`config.mk`:
```
export PLATFORM = sky130hd
export DESIGN_NAME = ppi_port_a_strobed_io
export DESIGN_NICKNAME = d
export VERILOG_FILES = /design/src/rtl/ppi_pkg.sv /design/src/rtl/ppi_edge_sync.sv /design/src/rtl/ppi_port_a_strobed_io.sv
export SDC_FILE = /design/constraint.sdc
export NUM_CORES = 1
export LEC_CHECK = 0
export CORE_AREA = 2 2 81 83
export DETAILED_ROUTE_END_ITERATION = 10
export DIE_AREA = 0 0 83 85
export GPL_TIMING_DRIVEN = 0
export PLACE_DENSITY = 0.54
export SKIP_LAST_GASP = 1
export SYNTH_ARGS = -nofsm -noshare
export SYNTH_HDL_FRONTEND = slang
export SYNTH_SLANG_ARGS = --single-unit
```
`constraint.sdc`:
```
create_clock -name clk -period 1.8 [get_ports clk]
set_input_delay 0.45 -clock clk [delete_from_list [all_inputs] [get_ports clk]]
set_output_delay 0.45 -clock clk [all_outputs]
set_load 0.005 [all_outputs]
```
`src/rtl/ppi_pkg.sv`:
```
// Shared types and encodings for the 8255A-style PPI core.
// Used by the port controllers and control-word decode.
package ppi_pkg;

  typedef enum logic [0:0] {
    IN_EMPTY = 1'b0,
    IN_FULL  = 1'b1
  } in_state_t;

  typedef enum logic [0:0] {
    OUT_EMPTY = 1'b0,
    OUT_FULL  = 1'b1
  } out_state_t;

  localparam logic [1:0] GRP_MODE0 = 2'd0;
  localparam logic [1:0] GRP_MODE1 = 2'd1;
  localparam logic [1:0] GRP_MODE2 = 2'd2;

  localparam logic DIR_OUT = 1'b0;
  localparam logic DIR_IN  = 1'b1;

  // Port-C status bit positions for group A in mode 1
  localparam int PC_INTR_A  = 3;
  localparam int PC_IBF_A   = 5;
  localparam int PC_OBF_N_A = 7;

endpackage

```
`src/rtl/ppi_edge_sync.sv`:
```
// Multi-flop synchroniser for an active-low strobe with
// registered rise/fall pulses; resets to the idle-high level.
module ppi_edge_sync #(
  parameter int STAGES = 2
) (
  input  logic clk,
  input  logic rst,
  input  logic d,
  output logic rise,
  output logic fall
);

  logic [STAGES-1:0] sync_q, sync_d;
  logic prev_q, prev_d;
  logic rise_q, rise_d;
  logic fall_q, fall_d;

  always_comb begin
    sync_d = {sync_q[STAGES-2:0], d};
    prev_d = sync_q[STAGES-1];
    rise_d = ~prev_q & sync_q[STAGES-1];
    fall_d = prev_q & ~sync_q[STAGES-1];
  end

  always_ff @(posedge clk) begin
    if (rst) begin
      sync_q <= '1;
      prev_q <= 1'b1;
      rise_q <= 1'b0;
      fall_q <= 1'b0;
    end else begin
      sync_q <= sync_d;
      prev_q <= prev_d;
      rise_q <= rise_d;
      fall_q <= fall_d;
    end
  end

  assign rise = rise_q;
  assign fall = fall_q;

endmodule

```
`src/rtl/ppi_port_a_strobed_io.sv`:
```
// Group-A Mode-1 strobed I/O controller for port A:
// STB/IBF input handshake, OBF/ACK output handshake, INTR.
module ppi_port_a_strobed_io #(
  parameter int WIDTH       = 8,
  parameter int SYNC_STAGES = 2
) (
  input  logic             clk,
  input  logic             rst,
  input  logic             cfg_mode1,
  input  logic             cfg_dir_in,
  input  logic             inte,
  input  logic             rd_n,
  input  logic             wr_n,
  input  logic [WIDTH-1:0] int_din,
  output logic [WIDTH-1:0] int_dout,
  input  logic [WIDTH-1:0] pa_in,
  output logic [WIDTH-1:0] pa_out,
  output logic             pa_oe,
  input  logic             stb_n,
  input  logic             ack_n,
  output logic             ibf,
  output logic             obf_n,
  output logic             intr,
  output logic             overrun
);

  import ppi_pkg::*;

  logic stb_rise, stb_fall;
  logic ack_rise, ack_fall;
  logic rd_rise, rd_fall;
  logic wr_rise, wr_fall;

  ppi_edge_sync #(.STAGES(SYNC_STAGES)) u_stb (
    .clk(clk), .rst(rst), .d(stb_n),
    .rise(stb_rise), .fall(stb_fall)
  );
  ppi_edge_sync #(.STAGES(SYNC_STAGES)) u_ack (
    .clk(clk), .rst(rst), .d(ack_n),
    .rise(ack_rise), .fall(ack_fall)
  );
  ppi_edge_sync #(.STAGES(SYNC_STAGES)) u_rd (
    .clk(clk), .rst(rst), .d(rd_n),
    .rise(rd_rise), .fall(rd_fall)
  );
  ppi_edge_sync #(.STAGES(SYNC_STAGES)) u_wr (
    .clk(clk), .rst(rst), .d(wr_n),
    .rise(wr_rise), .fall(wr_fall)
  );

  // PA delay line keeps the latched sample aligned with the STB edge
  logic [SYNC_STAGES:0][WIDTH-1:0] pa_pipe_q, pa_pipe_d;

  in_state_t  in_q, in_d;
  out_state_t out_q, out_d;

  logic             obf_n_q, obf_n_d;
  logic             intr_q, intr_d;
  logic             ovr_q, ovr_d;
  logic             mode_q, mode_d;
  logic             dir_q, dir_d;
  logic             oe_q, oe_d;
  logic [WIDTH-1:0] dout_q, dout_d;
  logic [WIDTH-1:0] pao_q, pao_d;

  logic cfg_chg;
  logic in_act;
  logic out_act;

  always_comb begin
    pa_pipe_d = {pa_pipe_q[SYNC_STAGES-1:0], pa_in};
    mode_d    = cfg_mode1;
    dir_d     = cfg_dir_in;
    oe_d      = cfg_mode1 & ~cfg_dir_in;
    in_d      = in_q;
    out_d     = out_q;
    obf_n_d   = obf_n_q;
    intr_d    = intr_q;
    ovr_d     = ovr_q;
    dout_d    = dout_q;
    pao_d     = pao_q;

    cfg_chg = (cfg_mode1 != mode_q) | (cfg_dir_in != dir_q);
    in_act  = cfg_mode1 & (cfg_dir_in == DIR_IN) & ~cfg_chg;
    out_act = cfg_mode1 & (cfg_dir_in == DIR_OUT) & ~cfg_chg;

    if (in_act) begin
      // A read completing frees the latch before a new strobe lands
      if (rd_rise) begin
        in_d  = IN_EMPTY;
        ovr_d = 1'b0;
      end
      if (stb_fall) begin
        if (in_d == IN_EMPTY) begin
          in_d   = IN_FULL;
          dout_d = pa_pipe_q[SYNC_STAGES];
        end else begin
          ovr_d = 1'b1;
        end
      end
      if (stb_rise && in_q == IN_FULL && inte) intr_d = 1'b1;
      if (rd_fall) intr_d = 1'b0;
    end else begin
      in_d  = IN_EMPTY;
      ovr_d = 1'b0;
    end

    if (out_act) begin
      if (wr_fall) intr_d = 1'b0;
      if (ack_fall && out_q == OUT_FULL) obf_n_d = 1'b1;
      if (ack_rise && obf_n_q && out_q == OUT_FULL) begin
        if (inte) intr_d = 1'b1;
        out_d = OUT_EMPTY;
      end
      // A CPU write beats a coincident acknowledge
      if (wr_rise) begin
        pao_d   = int_din;
        obf_n_d = 1'b0;
        out_d   = OUT_FULL;
      end
    end else begin
      out_d   = OUT_EMPTY;
      obf_n_d = 1'b1;
    end

    if (!(in_act || out_act) || !inte) intr_d = 1'b0;
  end

  always_ff @(posedge clk) begin
    if (rst) begin
      pa_pipe_q <= '0;
      mode_q    <= 1'b0;
      dir_q     <= 1'b0;
      oe_q      <= 1'b0;
      in_q      <= IN_EMPTY;
      out_q     <= OUT_EMPTY;
      obf_n_q   <= 1'b1;
      intr_q    <= 1'b0;
      ovr_q     <= 1'b0;
      dout_q    <= '0;
      pao_q     <= '0;
    end else begin
      pa_pipe_q <= pa_pipe_d;
      mode_q    <= mode_d;
      dir_q     <= dir_d;
      oe_q      <= oe_d;
      in_q      <= in_d;
      out_q     <= out_d;
      obf_n_q   <= obf_n_d;
      intr_q    <= intr_d;
      ovr_q     <= ovr_d;
      dout_q    <= dout_d;
      pao_q     <= pao_d;
    end
  end

  assign int_dout = dout_q;
  assign pa_out   = pao_q;
  assign pa_oe    = oe_q;
  assign ibf      = (in_q == IN_FULL);
  assign obf_n    = obf_n_q;
  assign intr     = intr_q;
  assign overrun  = ovr_q;

endmodule
```
==> results.md <==
* Run status: finished clean
* Min Tclk post-route at 1.677 ns
* RePlAce Congestion at 0.7209
* Sw Pwr at 591.3 uW
* Final WL at 3694 um
* Worst min path class: reg2reg
* Unrepaired setup endpoints after global routing: false
* Crit-path max cell delay at 0.52 ns
* Largest net degree at the start of global routing at 12
* Global-route wire length before repair at 6161 um
* Via-to-Cell Ratio at 4.239
* Worst hold path stage count at 1
* Critical path launch point type: flip-flop
* Pwr/cell area at 1112 mW/mm2
* Reg2Reg Depth at 4
* Cell taking the most area after synthesis: dfxtp_1
* Row cnt at 29
* Slew headroom at 0.6499
* First-pass DRT Iterations at 4
* Core Area at 0.006205 mm2
* Routed WL per cell at 11.19 um
* Hold EP: u_rd.sync_q[1]$_SDFF_PP1_
* GR Util met1 at 0.1388
* Initial antenna violation count at 0
* CTS tree: yes
* Crit path required time at 1.35 ns
* Nets at 273
* YS warnings at 0
* Worst Path Max Fanout at 4
* Die area at 0.007055 mm2
* Met3 Use GR at 0.05447
* Slowest CP cell: clkdlybuf4s50_1
* # H-tree levels at 3
* Port Buffers at 44
* Hold path start: u_rd.sync_q[0]$_SDFF_PP1_
* Cell Area, Synth at 0.002093 mm2
* Skew final at 0.006858 ns
* Cells after synthesis at 193
* Die Y at 85 um
* Critical Path End Type: output port
* Peak supply drop at 0.4037 mV
* Initial drt markers at 56
* Fin. Hold Viols at 0
* Met2 Use GR at 0.1657
* Power share of the combinational group at 0.038
* Dpl ws at -0.3253 ns
* Via count at 1399
* Clk_lat worst skew at 0.33 ns
* Initial Utilization at 0.3374
* Sequential cell area fraction in the yosys report at 0.6503
* R2R setup slack at 0.42 ns
* Pint at 2613 uW
* P_leak at 0.001160 uW
* Vias in the first global route at 1312
* Critical R2R Launch: dir_q$_SDFF_PP0_
* CTS root buf: clkbuf_8
* Synth top cells by count: dfxtp_1, nor2b_1, nor2_1
* Total GRT Usage at 0.1144
* Post-CTS Setup Inserts at 0
* Max Fclk at 596.3 MHz
* N_diodes at 0
* Flops & latches, synth at 68
* Routed Antenna Nets at 0
* Fin crit share at 0.9317
* Count leader, synth: dfxtp_1
* Clock Path Buffers at 2
* Setup_tns at 0 ns
* RR Endpoint: int_dout[5]$_SDFFE_PP0P_
* Clock share of power at 0.476
* Critical path arrival at 1.23 ns
* Sw frac at 0.1845
* CTS clk-pin slew, worst paths at 0.07 ns
* Post-synth top flop: dfxtp_1
* Post-synth top area share at 0.6503
* Final setup vio count at 0
* Worst-Margin Slew at 0.5251 ns
* I/O Pins at 46
* Post-Syn Area per Cell at 10.85 um2
* Setup ws final at 0.1230 ns
* Congestion Overflow GR at 0
* Netlist cell types at 28
* # hold bufs at CTS at 0
* Critical path buffers and inverters at 1
* Critical path, cell by cell: clkdlybuf4s50_1
* CTS Buf Count at 9
* Delay-heaviest family, CP: buffers and inverters
* Synth Net Count at 218
* Sequential share of power at 0.485
* Post-DP HPWL at 2495 um
* Number of clock sinks at 68
* Remaining DRCs at 0
* Critical path class: reg2out
* Maxcap violations at 0
* Synth top area cells: dfxtp_1, nor2b_1, mux2i_1
* Slew Viols, Final at 0
* Number of fill cells at 614
* EDFF count, synth at 0
* GRT busiest layer: met2
* Die Span X at 83 um
* Area delta synth->final at 37.72%
* Post-synth ARST share at 0
* Ratio of cells with drive above 1 in the final layout at 0.1423
[layout make-up]
class,instances,area (um2),area share
Buffer,9,41.29,0.01432
Clock buffer,12,155.1,0.05382
Clock inverter,4,95.09,0.03299
Inverter,5,18.77,0.006510
Multi-Input combinational cell,111,674.4,0.2339
Sequential cell,68,1361,0.4722
Tap cell,77,96.34,0.03342
Timing Repair Buffer,44,440.4,0.1528
[state kept, by name, summed over array words and instances, names as in the netlist, 2 cells and up]
register and flops:
u_ack.sync_q 2, pa_pipe_d 16, int_dout 8, u_wr.sync_q 2, pa_out 8, pa_pipe_q 8, u_rd.sync_q 2, u_stb.sync_q 2
[layout by cell type (no fill, tap or decap), drive strengths merged]
master,count
dfxtp,68
clkdlybuf4s50,44
nor2b,26
clkbuf,20
nor2,13
nand2,13
or2,12
a21oi,12
nand3,9
mux2i,8
inv,5
nor3b,4
bufinv,3
nor4,2
nand4,2
nor3,1
o21ai,1
and4,1
and4bb,1
a41oi,1
a221o,1
buf,1
xnor2,1
and2b,1
nand2b,1
a211oi,1
clkinv,1
[through the flow]
step	instances	area, um2	power [uW]	hold slack (ns)	utilization
final	330	2883	3205	0.4080	0.4646
after global routing	330	2883	3334	0.4144	0.4646
after CTS	330	2880	3251	0.3984	0.4642
after detailed placement	314	2630	1714	0.3941	0.4239
after global placement	314	2630	1712	0.3935	0.4239
after floorplan	193	2093	1641	0.3895	-
[timing repair]
item / CTS / global route
endpoints found under the setup margin: 0 / 13
endpoints found under the hold margin: 0 / 0
gates resized for setup: 0 / 4
[worst max-delay path by stage]
stage	start	endpoint	slack (ns)	cells after the start
2_1_floorplan	cfg_dir_in	int_dout[0]$_SDFFE_PP0P_	0.41	5
3_5_place_dp	rst	u_stb.rise$_SDFF_PP0_	-0.33	4
4_1_cts	rst	u_stb.rise$_SDFF_PP0_	0.03	4
6_report	ibf$_SDFF_PP0_	ibf	0.12	1
3_3_place_gp	rst	u_stb.rise$_SDFF_PP0_	-0.34	4
5_1_grt	ibf$_SDFF_PP0_	ibf	0.07	1
[power by group through the flow]
stage               sequential [uW]  clock, uW  combinational (uW)
floorplan                      1590          0                54.4
global placement               1590          0                 123
detailed placement             1590          0                 124
CTS                            1560       1570                 124
global route                   1560       1640                 135
finish                         1560       1530                 122
[cells by family after synthesis]
family          count (synthesis)  synth area share
compound gates                 16           0.04543
xor+xnor                        1          0.004185
buf+inv                        14           0.02750
flops                          68            0.6503
mux                             8           0.03826
simple gates                   86            0.2343
[routing by layer]
layer	routed length, um	up-vias	share of wire
li1	-	737	-
met1	1845	621	0.50
met2	1591	35	0.43
met3	185	6	0.050
met4	72	0	0.019
met5	0	-	0
No activity file was read; power rests on OpenSTA's default activity.
